==> src/rtl/pc_gen_if.sv <==
// Fetch-side bundle for pc_gen: next-PC select code, redirect targets and the
// fetch request handshake with its discard/pending/alignment flags.
interface pc_gen_if;
    logic [2:0]  PCSel;
    logic [31:0] JumpTarget;
    logic [31:0] EPC;
    logic [31:0] BranchTarget;
    logic [31:0] JRTarget;
    logic [31:0] PC_o;
    logic        PCValid_o;
    logic        PCReady_i;
    logic        Drop_o;
    logic        Redirect_Pending_o;
    logic        AdEL_o;

    modport master (
        input  PCSel, JumpTarget, EPC, BranchTarget, JRTarget, PCReady_i,
        output PC_o, PCValid_o, Drop_o, Redirect_Pending_o, AdEL_o
    );

    modport slave (
        output PCSel, JumpTarget, EPC, BranchTarget, JRTarget, PCReady_i,
        input  PC_o, PCValid_o, Drop_o, Redirect_Pending_o, AdEL_o
    );
endinterface

==> src/rtl/pc_gen.sv <==
// Architectural fetch PC generator: decodes the IF next-PC select code, issues the
// PC over a valid/ready port and buffers redirects that land while the port stalls.
module pc_gen #(
    parameter logic [31:0] RESET_PC   = 32'hBFC0_0000,
    parameter logic [31:0] EXC_VECTOR = 32'hBFC0_0380
) (
    input  logic     clk,
    input  logic     rst,
    pc_gen_if.master bus
);

    typedef enum logic [1:0] {
        BOOT = 2'b00,
        RUN  = 2'b01,
        HOLD = 2'b10
    } state_t;

    state_t      state_q, state_d;
    logic [31:0] pc_q, pc_d;
    logic [31:0] pend_tgt_q, pend_tgt_d;
    logic        pend_exc_q, pend_exc_d;
    logic        valid_q, valid_d;

    logic        redir_s;
    logic        exc_s;
    logic [31:0] tgt_s;
    logic        take_s;
    logic        merge_valid_s;
    logic        merge_exc_s;
    logic [31:0] merge_tgt_s;
    logic [31:0] pc_plus4_s;
    logic        fire_s;
    logic        drop_s;

    assign pc_plus4_s = pc_q + 32'd4;
    assign fire_s     = valid_q & bus.PCReady_i;

    // Select-code decode; reserved and unknown codes fall through as sequential.
    always_comb begin
        redir_s = 1'b0;
        exc_s   = 1'b0;
        tgt_s   = 32'h0000_0000;
        case (bus.PCSel)
            3'b001: begin
                redir_s = 1'b1;
                tgt_s   = bus.JumpTarget;
            end
            3'b010: begin
                redir_s = 1'b1;
                exc_s   = 1'b1;
                tgt_s   = bus.EPC;
            end
            3'b011: begin
                redir_s = 1'b1;
                exc_s   = 1'b1;
                tgt_s   = EXC_VECTOR;
            end
            3'b100: begin
                redir_s = 1'b1;
                tgt_s   = bus.BranchTarget;
            end
            3'b101: begin
                redir_s = 1'b1;
                tgt_s   = bus.JRTarget;
            end
            default: begin
                redir_s = 1'b0;
                exc_s   = 1'b0;
                tgt_s   = 32'h0000_0000;
            end
        endcase
    end

    // Merge the incoming redirect with the buffer; control flow never displaces a
    // buffered exception/eret, otherwise the newest redirect wins.
    always_comb begin
        take_s        = redir_s & ((state_q != HOLD) | exc_s | ~pend_exc_q);
        merge_valid_s = take_s | (state_q == HOLD);
        if (take_s) begin
            merge_tgt_s = tgt_s;
            merge_exc_s = exc_s;
        end else begin
            merge_tgt_s = pend_tgt_q;
            merge_exc_s = pend_exc_q;
        end
    end

    // Next-state, next-PC and wrong-path discard flag.
    always_comb begin
        state_d    = state_q;
        pc_d       = pc_q;
        pend_tgt_d = pend_tgt_q;
        pend_exc_d = pend_exc_q;
        valid_d    = valid_q;
        drop_s     = 1'b0;
        case (state_q)
            BOOT: begin
                state_d = RUN;
                valid_d = 1'b1;
            end
            RUN, HOLD: begin
                if (merge_valid_s) begin
                    if (fire_s) begin
                        pc_d       = merge_tgt_s;
                        drop_s     = (merge_tgt_s != pc_plus4_s);
                        state_d    = RUN;
                        pend_tgt_d = 32'h0000_0000;
                        pend_exc_d = 1'b0;
                    end else begin
                        pend_tgt_d = merge_tgt_s;
                        pend_exc_d = merge_exc_s;
                        state_d    = HOLD;
                    end
                end else if (fire_s) begin
                    pc_d = pc_plus4_s;
                end else begin
                    pc_d = pc_q;
                end
            end
            default: begin
                state_d = BOOT;
                valid_d = 1'b0;
            end
        endcase
    end

    // State, PC and redirect buffer registers.
    always_ff @(posedge clk or posedge rst) begin
        if (rst) begin
            state_q    <= BOOT;
            pc_q       <= RESET_PC;
            pend_tgt_q <= 32'h0000_0000;
            pend_exc_q <= 1'b0;
            valid_q    <= 1'b0;
        end else begin
            state_q    <= state_d;
            pc_q       <= pc_d;
            pend_tgt_q <= pend_tgt_d;
            pend_exc_q <= pend_exc_d;
            valid_q    <= valid_d;
        end
    end

    assign bus.PC_o               = pc_q;
    assign bus.PCValid_o          = valid_q;
    assign bus.Drop_o             = drop_s;
    assign bus.Redirect_Pending_o = (state_q == HOLD);
    assign bus.AdEL_o             = (pc_q[1:0] != 2'b00);

endmodule

==> src/flat_wrapper.sv <==
// flat-port wrapper written by rule: the top's interface ports become plain ports
module pc_gen_flat 
#(
    parameter logic [31:0] RESET_PC   = 32'hBFC0_0000,
    parameter logic [31:0] EXC_VECTOR = 32'hBFC0_0380
)
  (clk, rst, bus_PCSel, bus_JumpTarget, bus_EPC, bus_BranchTarget, bus_JRTarget, bus_PCReady_i, bus_PC_o, bus_PCValid_o, bus_Drop_o, bus_Redirect_Pending_o, bus_AdEL_o);
  pc_gen_if bus_i ();
  input  logic clk;
  input  logic rst;
  input wire logic [$bits(bus_i.PCSel)-1:0] bus_PCSel;
  input wire logic [$bits(bus_i.JumpTarget)-1:0] bus_JumpTarget;
  input wire logic [$bits(bus_i.EPC)-1:0] bus_EPC;
  input wire logic [$bits(bus_i.BranchTarget)-1:0] bus_BranchTarget;
  input wire logic [$bits(bus_i.JRTarget)-1:0] bus_JRTarget;
  input wire logic [$bits(bus_i.PCReady_i)-1:0] bus_PCReady_i;
  output wire logic [$bits(bus_i.PC_o)-1:0] bus_PC_o;
  output wire logic [$bits(bus_i.PCValid_o)-1:0] bus_PCValid_o;
  output wire logic [$bits(bus_i.Drop_o)-1:0] bus_Drop_o;
  output wire logic [$bits(bus_i.Redirect_Pending_o)-1:0] bus_Redirect_Pending_o;
  output wire logic [$bits(bus_i.AdEL_o)-1:0] bus_AdEL_o;
  assign bus_i.PCSel = bus_PCSel;
  assign bus_i.JumpTarget = bus_JumpTarget;
  assign bus_i.EPC = bus_EPC;
  assign bus_i.BranchTarget = bus_BranchTarget;
  assign bus_i.JRTarget = bus_JRTarget;
  assign bus_i.PCReady_i = bus_PCReady_i;
  assign bus_PC_o = bus_i.PC_o;
  assign bus_PCValid_o = bus_i.PCValid_o;
  assign bus_Drop_o = bus_i.Drop_o;
  assign bus_Redirect_Pending_o = bus_i.Redirect_Pending_o;
  assign bus_AdEL_o = bus_i.AdEL_o;
  pc_gen #(.RESET_PC(RESET_PC), .EXC_VECTOR(EXC_VECTOR)) u_core (.clk(clk), .rst(rst), .bus(bus_i));
endmodule
==> config.mk <==
export PLATFORM = sky130hd
export DESIGN_NAME = pc_gen_flat
export DESIGN_NICKNAME = d
export VERILOG_FILES = /design/src/rtl/pc_gen_if.sv /design/src/rtl/pc_gen.sv /design/src/flat_wrapper.sv
export SDC_FILE = /design/constraint.sdc
export NUM_CORES = 1
export LEC_CHECK = 0
export CORE_MARGIN = 2
export CORE_UTILIZATION = 35
export CTS_BUF_LIST = sky130_fd_sc_hd__clkbuf_4
export CTS_CLUSTER_DIAMETER = 40
export DETAILED_ROUTE_END_ITERATION = 7
export GPL_ROUTABILITY_DRIVEN = 0
export PLACE_DENSITY = 0.58
export SYNTH_ARGS = -nofsm -noshare
export SYNTH_HDL_FRONTEND = slang
export SYNTH_SLANG_ARGS = --single-unit
export TNS_END_PERCENT = 30
==> constraint.sdc <==
create_clock -name clk -period 3.3 [get_ports clk]
set_input_delay 0.495 -clock clk [delete_from_list [all_inputs] [get_ports clk]]
set_output_delay 0.495 -clock clk [all_outputs]
set_load 0.03 [all_outputs]
==> results.md, run 1 <==
* Most common cell after layout, fill and taps aside: clkdlybuf4s50_1
* H-tree levels at 3
* GR met1 Demand/Resource at between 30% and 40%
* Worst r2r dst: u_core.pend_tgt_q[27]
* Starting DRT DRC Count at 750
* Placed Cells at ~1.2k
* Die height at 134 µm
* R2R setup slack at between 500 and 600 ps
* Rel. slew slack at ~64%
* Most frequent cells in the layout: 165 x clkdlybuf4s50_1, 155 x buf_4, 82 x nand2_1, 61 x o21ai_0, 57 x dfrtp_1
* Number of flops mapped to enable cells by yosys at 0
* Post-synth net total at about 850
* Final net count at approximately 1.1k
* PD cells at approximately 700 mW/mm²
* I/O Buffers at between 150 and 200
* Period utilization at 116%
* Clock sinks at about 70
* Main synth FF type: dfrtp_1
* IO Pins at 170
* Clock buffer count from CTS at 9
* Pins Over Slew Limit at 0
* Die Wd at 134 µm
* Hold Path Class: in2async
* CP Cell Sequence: ha_4 > o2bb2ai_4 > o21ai_4 > buf_6 > a2bb2oi_4 > xnor3_1 > a2111oi_4 > nand4_1 > nor4_4 > a21oi_2 > buf_6
* DRC at 0
* GRT met2 Usage at between 40% and 50%
* Wire per inst at 20.7 µm
* Period minus WS final at 3840 ps
* Most frequent CP cell: buf_6
* Comb pwr share at between 60% and 70%
* Levels on crit path at 11
* Worst-case clock buffer depth at 2
* Max-cap check violation count at 0
* Area delta synth->final at 58.8%
* Starting Density at around 36%
* Net Sw Power at roughly 3000 µW
* Layout cells sized above 1 at between 20% and 30%
* Clock Skew at around 13 ps
* Synthesis warning total at 0
* Leakage power at between 0.003 and 0.004 µW
* Register area share after synthesis at between 20% and 30%
* CP arrival at ~3300 ps
* Final setup fails at 1
* All-Layer GR Usage at between 20 and 30%
* Root cell of the clock tree: clkbuf_4
* Worst-path clk slew at 120 ps
* Internal power at 3620 µW
* Avg Cell Area, Syn at about 8.4 µm²
* Result of the run: finished, violations left
* Ys async rst share at between 90% and 100%
* RSZ-0062 raised after global routing: true
* Clk pwr share at between 10% and 20%
* Hold Buf Count CTS at 0
* Initial antenna violation count at 1
* GR Overflow Total at 0
* Sequential cell fraction of total power at a little under a quarter
* Distinct cells, synth at 87
* Most used routing layer: met2
* Post-layout util at approximately 57%
* CTS tree: built
* First-pass iteration count of the detailed router at 6
* Row cnt at 47
* Pin count of the biggest net entering global routing at 52
* Failing checks: negative setup slack
* Post-Syn Area at 0.00596 mm²
* Max Clock Freq at roughly 260 MHz
* Worst EP required at approximately 2800 ps
* CP top delay family: compound AO/OA/AOI/OAI gates
* First-pass GRT wire length at around 39 mm
* CP bufs+invs at 2
* Startpoint types: flip-flop
* Die area at roughly 0.018 mm²
* Min Hold Slack at roughly 390 ps
* Worst R2R Path Depth at 9
* HPWL after DPL at roughly 19 mm
* Slowest Stage Delay on Critical Path at approximately 440 ps
* Skew-Pair Late Insertion Delay at 450 ps
* Fin. Hold Viols at 0
* Vias in the first global route at 6,778
* Sw Share at between 40% and 50%
* Slowest CP cell: dfrtp_1
* Crit-path max FO at 3
* Peak supply drop at between 0.4 and 0.5 mV
* Post-route ant nets at 0
* Vias per cell at 5.61
* Total number of vias at 6,868
* Fin cells at around 1.2k
* Worst-Margin Slew at approximately 530 ps
* Final worst setup slack at -539 ps
* Setup CP Type: reg2out
* Cell count after synthesis at 708
* Reg-to-reg startpoint: u_core.state_q[1]
* Synth Register Bits at between 60 and 70
* Critical Path End Type: output pin
* DRT Wirelength at 25.4 mm
* Met3 usage at 4.09%
* Core area at between 0.015 and 0.02 mm²
[worst max-delay path by stage]
stage / start / to / slack [ps]
floorplan: u_core.bus.PC_o[3] / bus_Drop_o / 10
global placement: bus_PCSel[1] / bus_Drop_o / -730
detailed placement: bus_PCSel[1] / bus_Drop_o / -730
CTS: u_core.state_q[1] / bus_Drop_o / -490
global route: u_core.state_q[0] / bus_Drop_o / -650
finish: u_core.state_q[1] / bus_Drop_o / -540
[worst register-to-register path: cells and delay by family, from the launching register on]
family,cells,cell delay (ps)
AO/OA/AOI/OAI,3,640
flip-flops,1,440
buffers and inverters,3,730
AND/OR/NAND/NOR,2,640
adder cells (fa/ha/maj),1,200
[state kept, by name, summed over array words and instances (netlist names)]
register and cells:
u_core.bus.PCValid_o 1, u_core.bus.PC_o 32, u_core.pend_exc_q 1, u_core.pend_tgt_q 32, u_core.state_q 2
[final cells by class]
type	count	area, µm²
fillers	1472	7120
clock buffers	10	75.1
multi-input cells	560	4100
flip-flops and latches	68	1720
well taps	220	275
repair buffers	343	3120
diodes	1	2.50
inverters	16	62.6
clock inverters	6	113
[layer usage]
layer,wire length (µm),share of wire (%)
met1,11300,45
met2,11600,46
met3,2050,8.1
met4,409,1.6
met5,0,0
[power by group through the flow]
stage	Sequential, µW	Clock (µW)	Combinational [µW]
2_1_floorplan	1890	0	1940
3_3_place_gp	1570	0	3890
3_5_place_dp	1590	0	3920
4_1_cts	1580	738	4040
5_1_grt	1620	776	4640
6_report	1570	724	4350
[cell usage after synthesis, types with 5 or more instances]
cell      number  area share [%]
nand2_1       82             5.2
o21ai_0       61             5.1
dfrtp_1       59              25
a21oi_1       44             3.7
nor2_1        41             2.6
mux2i_1       33             5.5
xnor2_1       29             4.3
clkbuf_1      24             1.5
nand3_1       21             1.8
nor3_1        19             1.6
buf_2         16             1.3
mux2_2        16             3.0
inv_1         15            0.95
nand4_1       12             1.3
o211ai_1      12             1.5
o31ai_1       12             1.5
o22ai_1       11             1.2
xor2_1        11             1.6
dfstp_2        9             4.0
a22o_1         8             1.2
buf_6          8             1.5
or4bb_1        8             1.5
and3_1         7            0.74
buf_4          7            0.88
a31oi_1        6            0.63
a32oi_1        6            0.88
and4_1         6            0.88
nor4_1         6            0.63
o22a_1         6            0.88
a211oi_1       5            0.63
a22oi_1        5            0.63
[metrics by stage]
stage	power [µW]	setup WS (ps)	setup TNS [ps]	cell area [µm²]
after detailed placement	5510	-732	-732	8710
final	6650	-539	-539	9460
after global routing	7040	-652	-652	9460
after CTS	6360	-486	-486	9090
after global placement	5460	-725	-725	8710
after floorplan	3830	14.6	0	5960
[cells by family after synthesis]
| kind of cell | count (synthesis) | synth area share (%) |
|---|---|---|
| and+or+nand+nor | 238 | 21.2 |
| DFF | 68 | 28.8 |
| xor gates and xnor gates | 42 | 6.68 |
| AOI/OAI and AO/OA | 223 | 26.0 |
| buffers and inverters | 80 | 7.23 |
| muxes | 53 | 9.33 |
| adders and majority gates | 4 | 0.840 |
[repair_timing]
action	in CTS	in global routing
resized for setup	25	44
cloned	0	1
buffers inserted	6	25
pin swaps	16	22
endpoints found under the setup margin	1	1
Note: power is estimated with default switching activity, not from simulation.
==> run 2: changes to the inputs <==
Settings changed: CORE_ASPECT_RATIO set to 0.8, CORE_MARGIN 2 to unset.
==> run 2 against run 1 <==
Compared with the run above:
- the run still ends with negative setup slack left
- critical path depth rose by 1
- sequential power hardly changed
- cell count down 1.8%
- sequential cell count unchanged
- clock power is 2% lower
- combinational power fell by 4%
- setup slack gained 56 ps
- power fell by 3.4%
- die area is 2.9% lower
- sequential share of layout area grew 0.60 points
- critical endpoint unchanged
- largest cell class unchanged
- largest power group unchanged
- highest routed layer unchanged
==> results.md, run 2 (synthesis results as in run 1) <==
* Row cnt at 42
* Slowest CP cell: or4_4
* Antenna fix cells at 0
* Wire per inst at between 15 and 20 µm
* DRT Wirelength at about 23 mm
* Die Wd at between 100 and 150 µm
* Area of the multi-input gates at roughly 0.004 mm²
* Clock Skew at between 15 and 20 ps
* Starting Density at roughly 36%
* Vias per cell at about 5.6
* Rel. slew slack at ~51%
* RSZ-0062 raised after global routing: true
* Max Clock Freq at around 260 MHz
* HPWL after DPL at about 18 mm
* Hold Buf Count CTS at 0
* CP bufs+invs at 3
* Setup TNS at -483 ps
* Most common cell after layout, fill and taps aside: clkdlybuf4s50_1
* Area delta synth->final at 53.6%
* PD cells at roughly 700 mW/mm²
* Period utilization at 115%
* Worst-Margin Slew at roughly 730 ps
* Pins Over Slew Limit at 0
* Sw Share at between 40 and 50%
* Leakage power at between 0.003 and 0.004 µW
* Skew-Pair Late Insertion Delay at between 400 and 500 ps
* Internal power at 3510 µW
* Clock sinks at 68
* Worst EP required at 2800 ps
* Placed Cells at ~1.2k
* DRC at 0
* Starting DRT DRC Count at 569
* Setup CP Type: reg2out
* Critical Path End Type: output pin
* Fin. Hold Viols at 0
* First-pass GRT wire length at approximately 37 mm
* Placed inst area at 0.00865 mm²
* Pin count of the biggest net entering global routing at 50
* CP arrival at between 3000 and 4000 ps
* Post-route cell area at approximately 0.0092 mm²
* Initial antenna violation count at 0
* Root cell of the clock tree: clkbuf_4
* Max-cap check violation count at 0
* Failing checks: negative setup slack
* Slowest Stage Delay on Critical Path at approximately 580 ps
* CTS tree: built
* Post-route ant nets at 0
* Fill count at between 1.5k and 2k
* CP Cell Sequence: inv_2 > ha_4 > o2bb2ai_4 > o21ai_4 > buf_12 > mux2i_2 > xor2_1 > o211ai_1 > or4_4 > nor4_4 > a21oi_2 > buf_6
* All-Layer GR Usage at 27.0%
* First-pass iteration count of the detailed router at 6
* CP top delay family: simple AND/OR/NAND/NOR gates
* H-tree levels at 3
* Total number of vias at 6,718
* GR Overflow Total at 0
* Die area at 0.0175 mm²
* I/O Buffers at roughly 170
* Final worst setup slack at -483 ps
* IO Pins at between 150 and 200
* Most frequent cells in the layout: 165 x clkdlybuf4s50_1, 142 x buf_4, 82 x nand2_1, 60 x o21ai_0, 58 x dfrtp_1
* Startpoint types: flip-flop
* Vias in the first global route at between 6k and 7k
* Die height at approximately 120 µm
* Core area at roughly 0.017 mm²
* Net Sw Power at a little under 3000 µW
* Layout cells sized above 1 at 24.7%
* Clock buffer count from CTS at 9
* Period minus WS final at around 3800 ps
* Crit-path max FO at 5
* Hold Path Class: reg2reg
* Sequential cell fraction of total power at a little under a quarter
* Total power at roughly 6400 µW
* Clk pwr share at between 10 and 15%
* Peak supply drop at around 0.55 mV
* Comb pwr share at 64.9%
* Worst-case clock buffer depth at 2
* Final setup fails at 1
* Worst-path clk slew at about 130 ps
* Register area at between 0.0015 and 0.002 mm²
* Result of the run: finished, violations left
* Final net count at approximately 1.1k
* Fin cells at roughly 1.2k
[run 2: cell types whose count changed in the layout (fill, tap and decap cells not counted), sizes merged]
cell / previous run / this run
dlymetal6s2s: 1 / 0
dlygate4sd2: 0 / 1
diode: 1 / 0
buf: 177 / 156
[run 2: final timing paths]
kind | from | slack [ps] | cells past startpoint | to
hold / removal | u_core.pend_tgt_q[11] | 490 | 2 | u_core.pend_tgt_q[11]
hold reg to reg | u_core.pend_tgt_q[11] | 490 | 2 | u_core.pend_tgt_q[11]
min in group asynchronous | rst | 500 | 2 | u_core.state_q[0]
setup reg to reg | u_core.state_q[0] | 740 | 11 | u_core.pend_tgt_q[13]
setup / recovery | u_core.state_q[0] | -480 | 12 | bus_Drop_o
max in group asynchronous | rst | 1940 | 3 | u_core.bus.PC_o[27]
[run 2: cell type report]
cell class / instances / area share, %
tap: 220 / 3.01
multi-input combinational: 560 / 43.5
clock inverter: 6 / 1.12
timing repair buffer: 322 / 32.1
inverter: 16 / 0.656
sequential: 68 / 18.7
clock buffer: 10 / 0.820
[run 2: stage by stage]
step	setup slack [ps]	hold slack, ps	utilization, %
after floorplan	14.6	445	-
after global placement	-712	461	52.1
after detailed placement	-737	471	52.1
after CTS	-529	499	54.2
after global routing	-580	518	55.1
final	-483	492	55.1
[run 2: power by group through the flow]
stage | Clock (µW) | Combinational [µW] | Sequential, µW
after global routing | 752 | 4470 | 1580
final | 711 | 4170 | 1540
after detailed placement | 0 | 3970 | 1530
after global placement | 0 | 3910 | 1520
after floorplan | 0 | 1940 | 1890
after CTS | 716 | 4080 | 1530
[run 2: per-layer routing]
layer	vias to the layer above	wire length (µm)	global-route usage (%)
met3	28	1590	4.21
met4	0	301	4.90
met1	3248	10200	36.8
li1	3176	-	-
met5	-	0	0
met2	266	11300	45.1
[run 2: worst min-delay path: stages (launching register included)]
cell,delay (ps)
dfrtp_1,360
nand2_1,50
o21ai_0,60
[run 2: timing repair]
| action | CTS | global route |
|---|---|---|
| cloned | 1 | 0 |
| pin swaps | 13 | 18 |
| gates resized for setup | 19 | 22 |
| setup buffers | 5 | 5 |
| endpoints found under the setup margin | 1 | 1 |
